### config.mk
export PLATFORM = sky130hd
export DESIGN_NAME = asic_dma_feeder
export DESIGN_NICKNAME = d
export VERILOG_FILES = /design/src/rtl/asic_dma_feeder.sv
export SDC_FILE = /design/constraint.sdc
export NUM_CORES = 1
export LEC_CHECK = 0
export ABC_AREA = 1
export CORE_ASPECT_RATIO = 0.8
export CORE_MARGIN = 1.5
export CORE_UTILIZATION = 25
export CTS_CLUSTER_DIAMETER = 50
export CTS_CLUSTER_SIZE = 25
export DETAILED_ROUTE_END_ITERATION = 16
export GPL_TIMING_DRIVEN = 0
export PLACE_DENSITY = 0.5
export SKIP_CTS_REPAIR_TIMING = 1
export SLEW_MARGIN = 20
export SYNTH_ARGS = -nofsm -noshare
export SYNTH_HDL_FRONTEND = slang
export SYNTH_SLANG_ARGS = --single-unit
### constraint.sdc
create_clock -name ACLK -period 3.9 [get_ports ACLK]
set_input_delay 0.39 -clock ACLK [delete_from_list [all_inputs] [get_ports ACLK]]
set_output_delay 0.39 -clock ACLK [all_outputs]
set_load 0.05 [all_outputs]
### src/rtl/asic_dma_feeder.sv
// DMA engine that streams input words from memory into the ASIC wrapper DATA register,
// waits for the ASIC interrupt, then drains OFMAP words back to memory over one AXI4 master.
module asic_dma_feeder #(
  parameter int ADDR_W = 32,
  parameter int DATA_W = 32,
  parameter int CNT_W  = 11
) (
  input  logic                ACLK,
  input  logic                ARESETn,
  input  logic                start,
  input  logic [ADDR_W-1:0]   src_addr,
  input  logic [ADDR_W-1:0]   dst_addr,
  input  logic [ADDR_W-1:0]   asic_base,
  input  logic [CNT_W-1:0]    in_words,
  input  logic [7:0]          out_words,
  input  logic                asic_irq,
  output logic                busy,
  output logic                done,
  output logic                err,
  output logic [3:0]          AWID,
  output logic [ADDR_W-1:0]   AWADDR,
  output logic [3:0]          AWLEN,
  output logic [2:0]          AWSIZE,
  output logic [1:0]          AWBURST,
  output logic                AWVALID,
  input  logic                AWREADY,
  output logic [DATA_W-1:0]   WDATA,
  output logic [DATA_W/8-1:0] WSTRB,
  output logic                WLAST,
  output logic                WVALID,
  input  logic                WREADY,
  input  logic [3:0]          BID,
  input  logic [1:0]          BRESP,
  input  logic                BVALID,
  output logic                BREADY,
  output logic [3:0]          ARID,
  output logic [ADDR_W-1:0]   ARADDR,
  output logic [3:0]          ARLEN,
  output logic [2:0]          ARSIZE,
  output logic [1:0]          ARBURST,
  output logic                ARVALID,
  input  logic                ARREADY,
  input  logic [3:0]          RID,
  input  logic [DATA_W-1:0]   RDATA,
  input  logic [1:0]          RRESP,
  input  logic                RLAST,
  input  logic                RVALID,
  output logic                RREADY
);

  typedef enum logic [3:0] {
    IDLE, IN_AR, IN_R, IN_AW, IN_W, IN_B, WAIT_IRQ,
    OUT_AR, OUT_R, OUT_AW, OUT_W, OUT_B, FIN
  } state_t;

  localparam logic [ADDR_W-1:0] DATA_OFS  = ADDR_W'(4);
  localparam logic [ADDR_W-1:0] OFMAP_OFS = ADDR_W'(8);

  state_t state, state_nxt;

  logic [ADDR_W-1:0] src_q, dst_q, base_q;
  logic [CNT_W-1:0]  in_words_q, in_cnt, in_cnt_inc;
  logic [7:0]        out_words_q, out_cnt, out_cnt_inc;
  logic              ar_hs, r_hs, aw_hs, w_hs, b_hs, r_bad, b_bad, in_last, out_last;
  logic              unused_ok;

  function automatic logic [ADDR_W-1:0] word_addr(input logic [ADDR_W-1:0] base,
                                                  input logic [ADDR_W-1:0] idx);
    return base + (idx << 2);
  endfunction

  assign ar_hs       = ARVALID & ARREADY;
  assign r_hs        = RVALID & RREADY;
  assign aw_hs       = AWVALID & AWREADY;
  assign w_hs        = WVALID & WREADY;
  assign b_hs        = BVALID & BREADY;
  assign r_bad       = r_hs & (RRESP != 2'b00);
  assign b_bad       = b_hs & (BRESP != 2'b00);
  assign in_cnt_inc  = in_cnt + CNT_W'(1);
  assign out_cnt_inc = out_cnt + 8'd1;
  assign in_last     = (in_cnt_inc == in_words_q);
  assign out_last    = (out_cnt_inc == out_words_q);

  assign AWID    = 4'd0;
  assign ARID    = 4'd0;
  assign AWLEN   = 4'd0;
  assign ARLEN   = 4'd0;
  assign AWSIZE  = 3'b010;
  assign ARSIZE  = 3'b010;
  assign AWBURST = 2'b01;
  assign ARBURST = 2'b01;
  assign WSTRB   = '1;
  assign WLAST   = WVALID;
  assign unused_ok = ^{BID, RID, RLAST};

  always_ff @(posedge ACLK) begin
    if (!ARESETn) state <= IDLE;
    else          state <= state_nxt;
  end

  // Handshake outputs depend only on the state, so VALID holds steady until its handshake.
  always_comb begin
    state_nxt = state;
    busy      = 1'b1;
    done      = 1'b0;
    ARVALID   = 1'b0;
    RREADY    = 1'b0;
    AWVALID   = 1'b0;
    WVALID    = 1'b0;
    BREADY    = 1'b0;
    case (state)
      IDLE: begin
        busy = 1'b0;
        if (start) begin
          if (in_words != '0)       state_nxt = IN_AR;
          else if (out_words != '0) state_nxt = WAIT_IRQ;
          else                      state_nxt = FIN;
        end
      end
      IN_AR: begin
        ARVALID = 1'b1;
        if (ar_hs) state_nxt = IN_R;
      end
      IN_R: begin
        RREADY = 1'b1;
        if (r_bad)     state_nxt = FIN;
        else if (r_hs) state_nxt = IN_AW;
      end
      IN_AW: begin
        AWVALID = 1'b1;
        if (aw_hs) state_nxt = IN_W;
      end
      IN_W: begin
        WVALID = 1'b1;
        if (w_hs) state_nxt = IN_B;
      end
      IN_B: begin
        BREADY = 1'b1;
        if (b_bad)                state_nxt = FIN;
        else if (b_hs && !in_last) state_nxt = IN_AR;
        else if (b_hs)            state_nxt = (out_words_q != '0) ? WAIT_IRQ : FIN;
      end
      WAIT_IRQ: begin
        if (asic_irq) state_nxt = OUT_AR;
      end
      OUT_AR: begin
        ARVALID = 1'b1;
        if (ar_hs) state_nxt = OUT_R;
      end
      OUT_R: begin
        RREADY = 1'b1;
        if (r_bad)     state_nxt = FIN;
        else if (r_hs) state_nxt = OUT_AW;
      end
      OUT_AW: begin
        AWVALID = 1'b1;
        if (aw_hs) state_nxt = OUT_W;
      end
      OUT_W: begin
        WVALID = 1'b1;
        if (w_hs) state_nxt = OUT_B;
      end
      OUT_B: begin
        BREADY = 1'b1;
        if (b_bad)     state_nxt = FIN;
        else if (b_hs) state_nxt = out_last ? FIN : OUT_AR;
      end
      FIN: begin
        busy      = 1'b0;
        done      = 1'b1;
        state_nxt = IDLE;
      end
      default: begin
        busy      = 1'b0;
        state_nxt = IDLE;
      end
    endcase
  end

  // Job parameters are only meaningful after an accepted start, so they carry no reset.
  always_ff @(posedge ACLK) begin
    if (state == IDLE && start) begin
      src_q       <= src_addr;
      dst_q       <= dst_addr;
      base_q      <= asic_base;
      in_words_q  <= in_words;
      out_words_q <= out_words;
    end
  end

  // Addresses are loaded one state ahead so they are valid in the first cycle of VALID.
  always_ff @(posedge ACLK) begin
    if (!ARESETn) begin
      err     <= 1'b0;
      in_cnt  <= '0;
      out_cnt <= '0;
      ARADDR  <= '0;
      AWADDR  <= '0;
      WDATA   <= '0;
    end else begin
      case (state)
        IDLE: if (start) begin
          err     <= 1'b0;
          in_cnt  <= '0;
          out_cnt <= '0;
          ARADDR  <= (in_words != '0) ? src_addr : asic_base + OFMAP_OFS;
        end
        IN_R: if (r_hs) begin
          if (r_bad) err   <= 1'b1;
          else       WDATA <= RDATA;
          AWADDR <= base_q + DATA_OFS;
        end
        IN_B: if (b_hs) begin
          if (b_bad) err <= 1'b1;
          in_cnt <= in_cnt_inc;
          ARADDR <= in_last ? base_q + OFMAP_OFS : word_addr(src_q, ADDR_W'(in_cnt_inc));
        end
        OUT_R: if (r_hs) begin
          if (r_bad) err   <= 1'b1;
          else       WDATA <= RDATA;
          AWADDR <= word_addr(dst_q, ADDR_W'(out_cnt));
        end
        OUT_B: if (b_hs) begin
          if (b_bad) err <= 1'b1;
          out_cnt <= out_cnt_inc;
        end
        default: ;
      endcase
    end
  end

endmodule

* Yosys cells after proc, flatten, opt, wreduce, memory -nomap -nowiden *
Cells that the tools add are included.

cells by class
  add/sub/neg operators = 7
  $mul = 0
  divide/modulo/power cells = 0
  order comparisons = 0
  equality and inequality tests = 34
  shift operators = 0
  mux-type cells = 49
  bitwise operators = 8
  reductions and logical operators = 25

operators by type and width
  operator               count
  $mux 32                6
  $pmux 32 s2            2
  $mux 4                 21
  $add 32x4->32 const B  2
  $pmux 4 s12            1
  $add 32x10->32         1
  $add 32x13->32         1
  $add 32x3->32 const B  1
  $ne 2x2->1 const B     12
  $mux 11                2
  $pmux 11 s2            1
  $eq 4x4->1 const B     5
  $eq 4x3->1 const B     4
  $mux 8                 2
  $pmux 8 s2             1
  $reduce_bool 8->1      2
  $mux 1                 12
  $reduce_and 12->1      1
  $reduce_and 3->1       4
  $add 11x1->11 const B  1
  $eq 11x11->1           1
  $reduce_bool 11->1     1
  $reduce_or 11->1       1
  $reduce_bool 2->1      5
  other kinds (16)       33

storage, ports and cells
  flip-flop bits (word level) = 235
  bits in latches = 0
  RAM bits = 0
  bits in read-only memories = 0
  input bits = 169
  word-level logic and storage cells = 135
  memories kept = 0

* Depth between registers and ports, before layout *
Gate-level depths: netlist of run 1.

  word-level depth = 8
  depth in mapped cells = 19

* Least setup slack after synthesis of run 1 *
Ideal clock, no wire load.

  kind = register -> register
  start = register state[3]
  end = register base_q[0] (enable)
  arrival time = 3,042 ps
  required time = 3,431 ps
  slack = 389 ps
  stages on the path, launching flop included = 6
  buffers on the path = 0
  clock period less this slack = 3,511 ps
  cells stage by stage = dfxtp_1 > nor2_1 > inv_1 > nor2_1 > nand2_1 > inv_1

between the ends
  word-level cells in the longest chain between the ends = 2

ends and longest elaborated chain
  item                    line  RTL
  from (decl)             59    state_t state, state_nxt;
  from (signal assigned)  98    else state <= state_nxt;
  $logic_not 4->1         182   if (state == IDLE && start) begin
  $logic_and 1x1->1       182
  to (signal assigned)    185   base_q <= asic_base;
  to (decl)               61    logic [ADDR_W-1:0] src_q, dst_q, base_q;

Every way passes these cells.
A chain may end at the register's enable or synchronous reset.

* Worst setup path in the final report of run 1 *
  start = register in_cnt[1]
  end = register ARADDR[21]

between the ends
  word-level cells in the longest chain between the ends = 5

ends and longest elaborated chain
  item                                            line    RTL
  from (decl)                                     62      logic [CNT_W-1:0] in_words_q, in_cnt, in_cnt_inc;
  from (signal assigned)                          215     in_cnt <= in_cnt_inc;
  $add 11x1->11 (*)                               79      assign in_cnt_inc = in_cnt + CNT_W'(1);
  $add 32x13->32 or $eq 11x11->1 (tied branches)  69, 81
  $mux 32 (*)                                     216     ARADDR <= in_last ? base_q + OFMAP_OFS : word_addr(src_q, ADDR_W'(in_cnt_inc));
  $mux 32 (*)                                     213     IN_B: if (b_hs) begin
  $pmux 32 s2 (*)                                 201     case (state)
  to (signal assigned)                            206     ARADDR <= (in_words != '0) ? src_addr : asic_base + OFMAP_OFS;
  to (signal assigned)                            216
  to (decl)                                       37      output logic [ADDR_W-1:0] ARADDR,

Mark *: on every way between the ends. The rest lies on a longest branch, timed or not. The select of a mux whose other input is x is not followed.

==> results.toml, run 1 <==
[clocking]
cts_sinks = 235
cts_buffer_depth = 3
clock_latency_ns = 0.56
clock-root-buffer = "clkbuf_16"
cts_max_level = 2
cts_tree = "done"
cts_buffers = 35
clk_pin_slew_ns = 0.07

[timing]
hold_slack_ns = 0.3947
drv_slew = 0
tns_ns = 0
maxSlewHeadroom_pct = 20.59
post-route-period-util_pct = 88.35
layout_min_cycle_time_ns = 3.446
setup-violations-final = 0
fmax_mhz = 290.2
worstMarginPinSlew_ns = 1.191
rsz0062_at_grt = "false"
skew_ns = 0.02444
timing_hold_violations_final = 0

[flow_run]
cap_violations = 0

[drt]
routedWlPerCell_um = 19.71
drtIter0Drc = 1094
dr.pass1.iters = 6
routed_via_density = 4.759
routed_wirelength_um = 59200
ant_nets = 0
drc = 0
vias = 14290

[grt]
grt.busiest_layer = "met2"
met1_usage_pct = 28.25
grt_use_met3_pct = 4.078
grt_pass1_wl_um = 87460
use_met2_pct = 30.61
gr-total-overflow = 0
grt_pass1_vias = 13730
gr-usage-all-layers_pct = 19.95
antenna_found_initial = 0
grt_max_degree = 77

[worst_setup_path]
worstSetupEndpointType = "flip-flop"
worstPathArrival_ns = 3.89
crit_required_ns = 4.35
crit_path_cell_trace = "ha_1 -> nand3_1 -> nand2_1 -> nand2_1 -> ha_1 -> nand2_1 -> o21ai_0 -> nor2_1 -> o21ai_0 -> nand2_1 -> nor2_1 -> xnor2_1 -> nand2_1 -> nand3_1 -> a21oi_1"
start_kind = "flip-flop"
crit_top_cell = "nand2_1"
crit_type = "flip-flop to flip-flop"
rr_worst_depth = 15
r2r-start = "in_cnt[1]"
critPathMaxFanout = 6
reg2reg_slack_ns = 0.45
slowest_delay_ns = 0.44
r2r-end = "ARADDR[21]"
cp_slowest_cell = "dfxtp_1"
crit_start = "in_cnt[1]"

[logic_synthesis]
yosys_warnings = 0
synth_top_cell_area_share_pct = 24.31
synth_edf_count = 115
async_flop_share_pct = 0
syn_avg_cell_area_um2 = 7.491
synth_area_leaders = "edfxtp_1, dfxtp_1, nand2_1, nor2_1, o21ai_0"
ys_ff_latch = 235
yosysTopAreaCell = "edfxtp_1"
yosysSeqAreaShare_pct = 41.23
netlist_instances = 1896
ys_types = 57
mappedNetlistArea_um2 = 14200
synthFlopType = "dfxtp_1"

[floorplanning]
core_area_um2 = 55690
die_w_um = 269.5
ioPinCount = 304
die_h_um = 216.2
rows = 77
die-area_um2 = 58260
initial_core_util_pct = 25.51

[final_layout]
final_cell_mix = "nand2_1, clkdlybuf4s50_1, nor2_1"
final_area_um2 = 19080
n_antenna_cell = 0
final_nets = 2421
stdcell_count = 3003
final_common_cell = "nand2_1"
area_growth_pct = 34.36
drive_gt1_share_pct = 7.501

[placement]
gp_congestion = 0.9377
placed_area_um2 = 17920
dp_cells = 2939
dp_hpwl_um = 48780
portBuffers = 264

[pwr]
irDropWorstVdd_mv = 0.2934
p_leak_uw = 0.007447
power.density_nw_per_um2 = 569.7

[worst_hold_path]
min_to = "dst_q[5]"
hp-start = "dst_addr[5]"
hold_depth = 1
hp-class = "primary input to flip-flop"

[outcome]
status = "complete, no violations"
synth_stat cells (all sizes together) (2+ instances only):
cell type / count
nand3: 139
ha: 24
a21oi: 127
buf: 53
nor3: 70
conb: 2
xnor2: 30
dfxtp: 120
nand4: 40
and3: 2
nor4: 18
o31ai: 4
nor2: 211
inv: 164
xor2: 68
o21bai: 4
o21ai: 157
nand2: 424
o211ai: 17
fa: 2
a21o: 3
a31oi: 21
edfxtp: 115
nor3b: 2
or2: 10
a211oi: 5
nand3b: 11
clkbuf: 43
o221ai: 2
power breakdown:
group | total, uW | internal (uW) | switching, uW
combinational | 3990 | 1250 | 2750
clock | 3150 | 1800 | 1340
sequential | 3730 | 3260 | 468
total | 10900 | 6310 | 4560
area by class of cell:
cell class	instances	area, um^2
flip-flops and latches	235	5856
repair buffers	265	2670
inverters	165	631.9
plain buffers	96	526.8
fillers	5990	36600
clock buffers	37	893.4
multi-input cells	1428	7300
well taps	750	938.4
clock inverters	27	269.0
worst max-delay path, delay by kind of cell (launching register included):
| family | cells | cell delay (ns) |
|---|---|---|
| flip-flops | 1 | 0.44 |
| XOR/XNOR | 1 | 0.13 |
| adder cells (fa/ha/maj) | 2 | 0.72 |
| AO/OA/AOI/OAI | 3 | 0.73 |
| AND/OR/NAND/NOR | 9 | 1.32 |
registers in the layout (all words and copies together), names as in the netlist, 11 cells and up:
register and count:
ARADDR 32, AWADDR 32, WDATA 32, base_q 32, dst_q 32, src_q 32, in_cnt 11, in_words_q 11
per-stage QoR:
stage | setup slack (ns) | total power (uW) | utilization [%]
final | 0.4544 | 10870 | 34.27
after global routing | 0.1433 | 11440 | 34.27
after CTS | 0.5161 | 10990 | 34.27
after floorplan | 0.3892 | 6217 | -
after global placement | -1.246 | 7788 | 32.13
after detailed placement | 0.3366 | 7773 | 32.18
how the worst max path moves through the flow:
stage,end,slack [ns],depth (start not counted)
floorplan,base_q[0],0.39,5
finish,ARADDR[21],0.45,15
CTS,ARADDR[20],0.52,15
global placement,src_q[27],-1.25,3
global route,ARADDR[23],0.14,15
detailed placement,ARADDR[19],0.34,13
per-layer routing:
| metal | up-vias | wire length, um |
|---|---|---|
| li1 | 7046 | - |
| met1 | 6653 | 28160 |
| met2 | 527 | 25300 |
| met3 | 66 | 4387 |
| met4 | 0 | 1353 |
| met5 | - | 0 |
kinds of logic (layout without fill, tap and decap cells):
group / after synthesis / in the layout / share of synthesized area (%)
AND/OR/NAND/NOR: 930 / 930 / 28.89
AO/OA/AOI/OAI: 344 / 344 / 13.27
buffers and inverters: 261 / 590 / 8.122
flip-flops: 235 / 235 / 41.23
XOR/XNOR: 98 / 98 / 6.043
adder cells (fa/ha/maj): 26 / 26 / 2.396
other: 2 / 30 / 0.05287
(Power assumes the default switching activity.)
==> run 2: changes to the inputs <==
DONT_BUFFER_PORTS = 1   (was unset)
PLACE_DENSITY = 0.43   (was 0.5)
==> run 2 against run 1 <==
Compared with the run above:
- the flow now finishes with violations (negative hold slack)
- die area unchanged
- non-clock buffer count down 127
- combinational power decreased by 34%
- critical path depth stayed put
- sequential power is 22% higher
- largest power group is now registers
==> results.toml, run 2 (synthesis gave the netlist of run 1 again) <==
[worst_setup_path]
cp_top_family = "simple AND/OR/NAND/NOR gates"
crit_type = "flip-flop to flip-flop"
rr_worst_depth = 15
crit_buf_inv = 0
reg2reg_slack_ns = 0.46
cp_slowest_cell = "dfxtp_1"
crit_top_cell = "nand2_1"
crit_required_ns = 4.36
slowest_delay_ns = 0.47
r2r-start = "in_cnt[1]"
critPathMaxFanout = 6
crit_path_cell_trace = "ha_1 -> nand3_1 -> nand2_1 -> nand2_1 -> ha_1 -> nand2_1 -> o21ai_0 -> nor2_1 -> o21ai_0 -> nand2_1 -> nor2_1 -> xnor2_1 -> nand2_1 -> nand3_1 -> a21oi_1"
start_kind = "flip-flop"
worstPathArrival_ns = 3.89
worstSetupEndpointType = "flip-flop"
r2r-end = "ARADDR[21]"

[timing]
maxSlewHeadroom_pct = 28.67
worstMarginPinSlew_ns = 1.055
setup-violations-final = 0
hold_slack_ns = -0.01204
layout_min_cycle_time_ns = 3.439
skew_ns = 0.04436
timing_hold_violations_final = 5
drv_slew = 0
post-route-period-util_pct = 88.18
fmax_mhz = 290.8
worst_slack_ns = 0.4611
tns_ns = 0
rsz0062_at_grt = "false"

[grt]
grt_max_degree = 77
gr-usage-all-layers_pct = 19.67
gr-total-overflow = 0
grt_pass1_wl_um = 85540
antenna_found_initial = 3
grt_pass1_vias = 12900

[clocking]
cts_max_level = 2
clk_pin_slew_ns = 0.06
clock-root-buffer = "clkbuf_16"
cts_buffer_depth = 3
cts_sinks = 235
clock_latency_ns = 0.58
cts_buffers = 36
cts_tree = "done"

[pwr]
power.density_nw_per_um2 = 604.5
irDropWorstVdd_mv = 0.3901
p_leak_uw = 0.007125

[worst_hold_path]
hp-class = "primary input to flip-flop"
hp-start = "RDATA[29]"
hold_depth = 2
min_to = "WDATA[29]"

[final_layout]
final_common_cell = "nand2_1"
n_antenna_cell = 0
final_area_um2 = 17980
stdcell_count = 2878
final_nets = 2295
drive_gt1_share_pct = 8.083
area_growth_pct = 26.61
nFillCells = 6064
final_cell_mix = "nand2_1, nor2_1, inv_1"

[drt]
routedWlPerCell_um = 20.96
drtIter0Drc = 1136
ant_nets = 0
routed_via_density = 4.889
drc = 0
dr.pass1.iters = 5
vias = 14070
routed_wirelength_um = 60330

[floorplanning]
die-area_um2 = 58260
initial_core_util_pct = 25.51
die_w_um = 269.5
ioPinCount = 304
rows = 77
core_area_um2 = 55690
die_h_um = 216.2

[placement]
gp_congestion = 0.9407
dp_hpwl_um = 47790
portBuffers = 0
post-place-ws_ns = 0.5348
dp_cells = 2677
placed_area_um2 = 15290

[outcome]
status = "finished with violations"
violations = "negative hold slack"

[flow_run]
cap_violations = 0
## run 2: cell count changes in the layout (fill, tap and decap cells not counted), sizes merged
cell and change:
clkbuf +5, buf +2, bufinv +5, clkinvlp -2
dlygate4sd3 +135, inv +3, clkdlybuf4s50 -264, clkinv -9
## run 2: how the worst max path moves through the flow
stage | depth (start not counted) | endpoint | slack (ns) | from
2_1_floorplan | 5 | base_q[0] | 0.39 | state[3]
3_3_place_gp | 5 | src_q[27] | -1.13 | state[0]
3_5_place_dp | 15 | ARADDR[21] | 0.53 | in_cnt[1]
4_1_cts | 15 | ARADDR[21] | 0.53 | in_cnt[1]
5_1_grt | 15 | ARADDR[21] | 0.20 | in_cnt[1]
6_report | 15 | ARADDR[21] | 0.46 | in_cnt[1]
## run 2: cell type report
type / instances / area (um^2) / share of cell area, %
clock inverters: 24 / 355.3 / 1.976
flip-flops and latches: 235 / 5856 / 32.56
plain buffers: 96 / 526.8 / 2.929
inverters: 165 / 631.9 / 3.514
well taps: 750 / 938.4 / 5.218
repair buffers: 138 / 1390 / 7.730
clock buffers: 42 / 985.9 / 5.483
multi-input cells: 1428 / 7300 / 40.59
## run 2: stage by stage
stage / utilization [%] / total power [uW]
after floorplan: - / 6217
final: 32.29 / 10870
after global routing: 32.29 / 11440
after global placement: 27.38 / 7150
after detailed placement: 27.46 / 7133
after CTS: 29.87 / 10860
## run 2: report_power, final
| group | internal [uW] | switching (uW) | leakage, uW |
|---|---|---|---|
| combinational | 823 | 1830 | 0.00439 |
| sequential | 3260 | 1290 | 0.00207 |
| clock | 2270 | 1400 | 0.000659 |
| total | 6360 | 4510 | 0.00713 |
## run 2: worst register-to-register path, cell delays in order (launching register included)
cell     delay [ns]
dfxtp_1        0.47
ha_1           0.35
nand3_1        0.14
nand2_1        0.12
nand2_1        0.14
ha_1           0.39
nand2_1        0.13
o21ai_0        0.26
nor2_1         0.13
o21ai_0        0.42
nand2_1        0.19
nor2_1         0.15
xnor2_1        0.13
nand2_1        0.09
nand3_1        0.17
a21oi_1        0.10
## run 2: layer usage
layer	share of wire (%)	GRT usage, %	vias to the layer above	wire length (um)
met3	8.8	5.607	67	5295
li1	-	-	6809	-
met4	1.7	4.476	2	1024
met5	0.015	0	-	9
met1	46	26.58	6655	27480
met2	44	31.00	537	26520
==> run 3: changes to the inputs <==
CELL_PAD_IN_SITES_DETAIL_PLACEMENT = 0   (was unset)
CELL_PAD_IN_SITES_GLOBAL_PLACEMENT = 1   (was unset)
PLACE_DENSITY = 0.54   (was 0.43)
==> run 3 against run 2 <==
Compared with the run above:
- the run still ends with negative hold slack left
- count of clock-buffer cells in the layout up 1
- sequential power about the same
- wire length up 1.7%
- critical endpoint unchanged
- largest power group unchanged
==> results.toml, run 3 (synthesis gave the netlist of run 1 again) <==
[grt]
antenna_found_initial = 1
gr-total-overflow = 0
gr-usage-all-layers_pct = 19.93
grt_pass1_wl_um = 85950
grt_max_degree = 76
grt_pass1_vias = 12720

[outcome]
violations = "negative hold slack"
status = "finished with violations"

[final_layout]
final_common_cell = "nand2_1"
final_cell_mix = "nand2_1, nor2_1, inv_1"
final_util_pct = 32.39
drive_gt1_share_pct = 8.099
nFillCells = 6037
stdcell_count = 2887
final_nets = 2302
area_growth_pct = 26.98

[drt]
drc = 0
routed_via_density = 4.797
dr.pass1.iters = 5
ant_nets = 0
drtIter0Drc = 863
vias = 13850
routed_wirelength_um = 61380
routedWlPerCell_um = 21.26

[pwr]
p_comb_share_pct = 24.8
p_switching_uw = 4525
p_int_uw = 6290
pwr-share-clk_pct = 33.2
irDropWorstVdd_mv = 0.3056
p_seq_share_pct = 41.9
switching_share_pct = 41.84
power.density_nw_per_um2 = 599.6
p_leak_uw = 0.007141

[floorplanning]
core_area_um2 = 55690
die-area_um2 = 58260
rows = 77
die_w_um = 269.5
ioPinCount = 304
die_h_um = 216.2
initial_core_util_pct = 25.51

[worst_setup_path]
slowest_delay_ns = 0.46
reg2reg_slack_ns = 0.46
critPathMaxFanout = 6
r2r-start = "in_cnt[1]"
cp_top_family = "simple AND/OR/NAND/NOR gates"
cp_slowest_cell = "dfxtp_1"
rr_worst_depth = 17
crit_required_ns = 4.33
worstSetupEndpointType = "flip-flop"
worstPathArrival_ns = 3.87
crit_type = "flip-flop to flip-flop"
crit_buf_inv = 1
r2r-end = "ARADDR[21]"
crit_top_cell = "nand2_1"
crit_path_cell_trace = "ha_1 -> nand3_1 -> inv_1 -> nand2_1 -> nand2_1 -> nand2_1 -> ha_1 -> nand2_1 -> nor2_1 -> nand2_1 -> o21ai_0 -> nand2_1 -> nor2_1 -> xnor2_1 -> nand2_1 -> nand3_1 -> a21oi_1"
start_kind = "flip-flop"

[timing]
worstMarginPinSlew_ns = 1.182
post-route-period-util_pct = 88.25
setup-violations-final = 0
rsz0062_at_grt = "false"
drv_slew = 0
tns_ns = 0
timing_hold_violations_final = 2
hold_slack_ns = -0.002166
skew_ns = 0.02148
maxSlewHeadroom_pct = 20.12
layout_min_cycle_time_ns = 3.442
fmax_mhz = 290.5

[flow_run]
cap_violations = 0

[placement]
dp_cells = 2677
gp_congestion = 0.9225
portBuffers = 0
dp_hpwl_um = 48550

[clocking]
cts_tree = "done"
cts_buffer_depth = 3
cts_max_level = 2
cts_sinks = 235
cts_buffers = 37
clock-root-buffer = "clkbuf_16"
clk_pin_slew_ns = 0.06
clock_latency_ns = 0.55

[worst_hold_path]
hp-class = "primary input to flip-flop"
hp-start = "RDATA[23]"
hold_depth = 2
min_to = "WDATA[23]"
==> run 3: stage by stage <==
| step | area, um^2 | worst slack, ns | total power (uW) |
|---|---|---|---|
| after floorplan | 14310 | 0.3892 | 6217 |
| after global placement | 15250 | -1.208 | 7192 |
| after detailed placement | 15290 | 0.3239 | 7161 |
| after CTS | 16620 | 0.5223 | 10820 |
| after global routing | 18030 | 0.1202 | 11380 |
| final | 18040 | 0.4581 | 10810 |
==> run 3: final cells by class <==
cell class              count  area [um^2]  share of cell area [%]
multi-input cells        1428         7300                   40.47
clock inverters            25        309.0                   1.713
repair buffers            144         1450                   8.040
clock buffers              43         1022                   5.668
diodes                      1        2.502                 0.01387
flip-flops and latches    235         5856                   32.47
well taps                 750        938.4                   5.203
plain buffers              96        526.8                   2.921
inverters                 165        631.9                   3.503
==> run 3: worst max path at each step <==
stage,startpoint,end,depth (start not counted)
after floorplan,state[3],base_q[0],5
after global placement,state[3],src_q[28],5
after detailed placement,in_words[1],ARADDR[28],11
after CTS,in_cnt[0],ARADDR[21],15
after global routing,in_cnt[1],ARADDR[21],15
final,in_cnt[1],ARADDR[21],17
==> run 3: routing by layer <==
layer,vias to the layer above,part of all wire [%],GRT usage (%)
met5,-,0,0
met4,0,2.4,5.581
met3,85,8.0,6.150
met2,477,43,30.36
met1,6476,47,27.08
li1,6810,-,-
==> run 3: power by group through the flow <==
stage	clock, uW	sequential [uW]	combinational [uW]
finish	3590	4530	2690
global route	3800	4610	2980
CTS	3690	4550	2580
detailed placement	0	4600	2560
global placement	0	4670	2520
floorplan	0	4390	1820
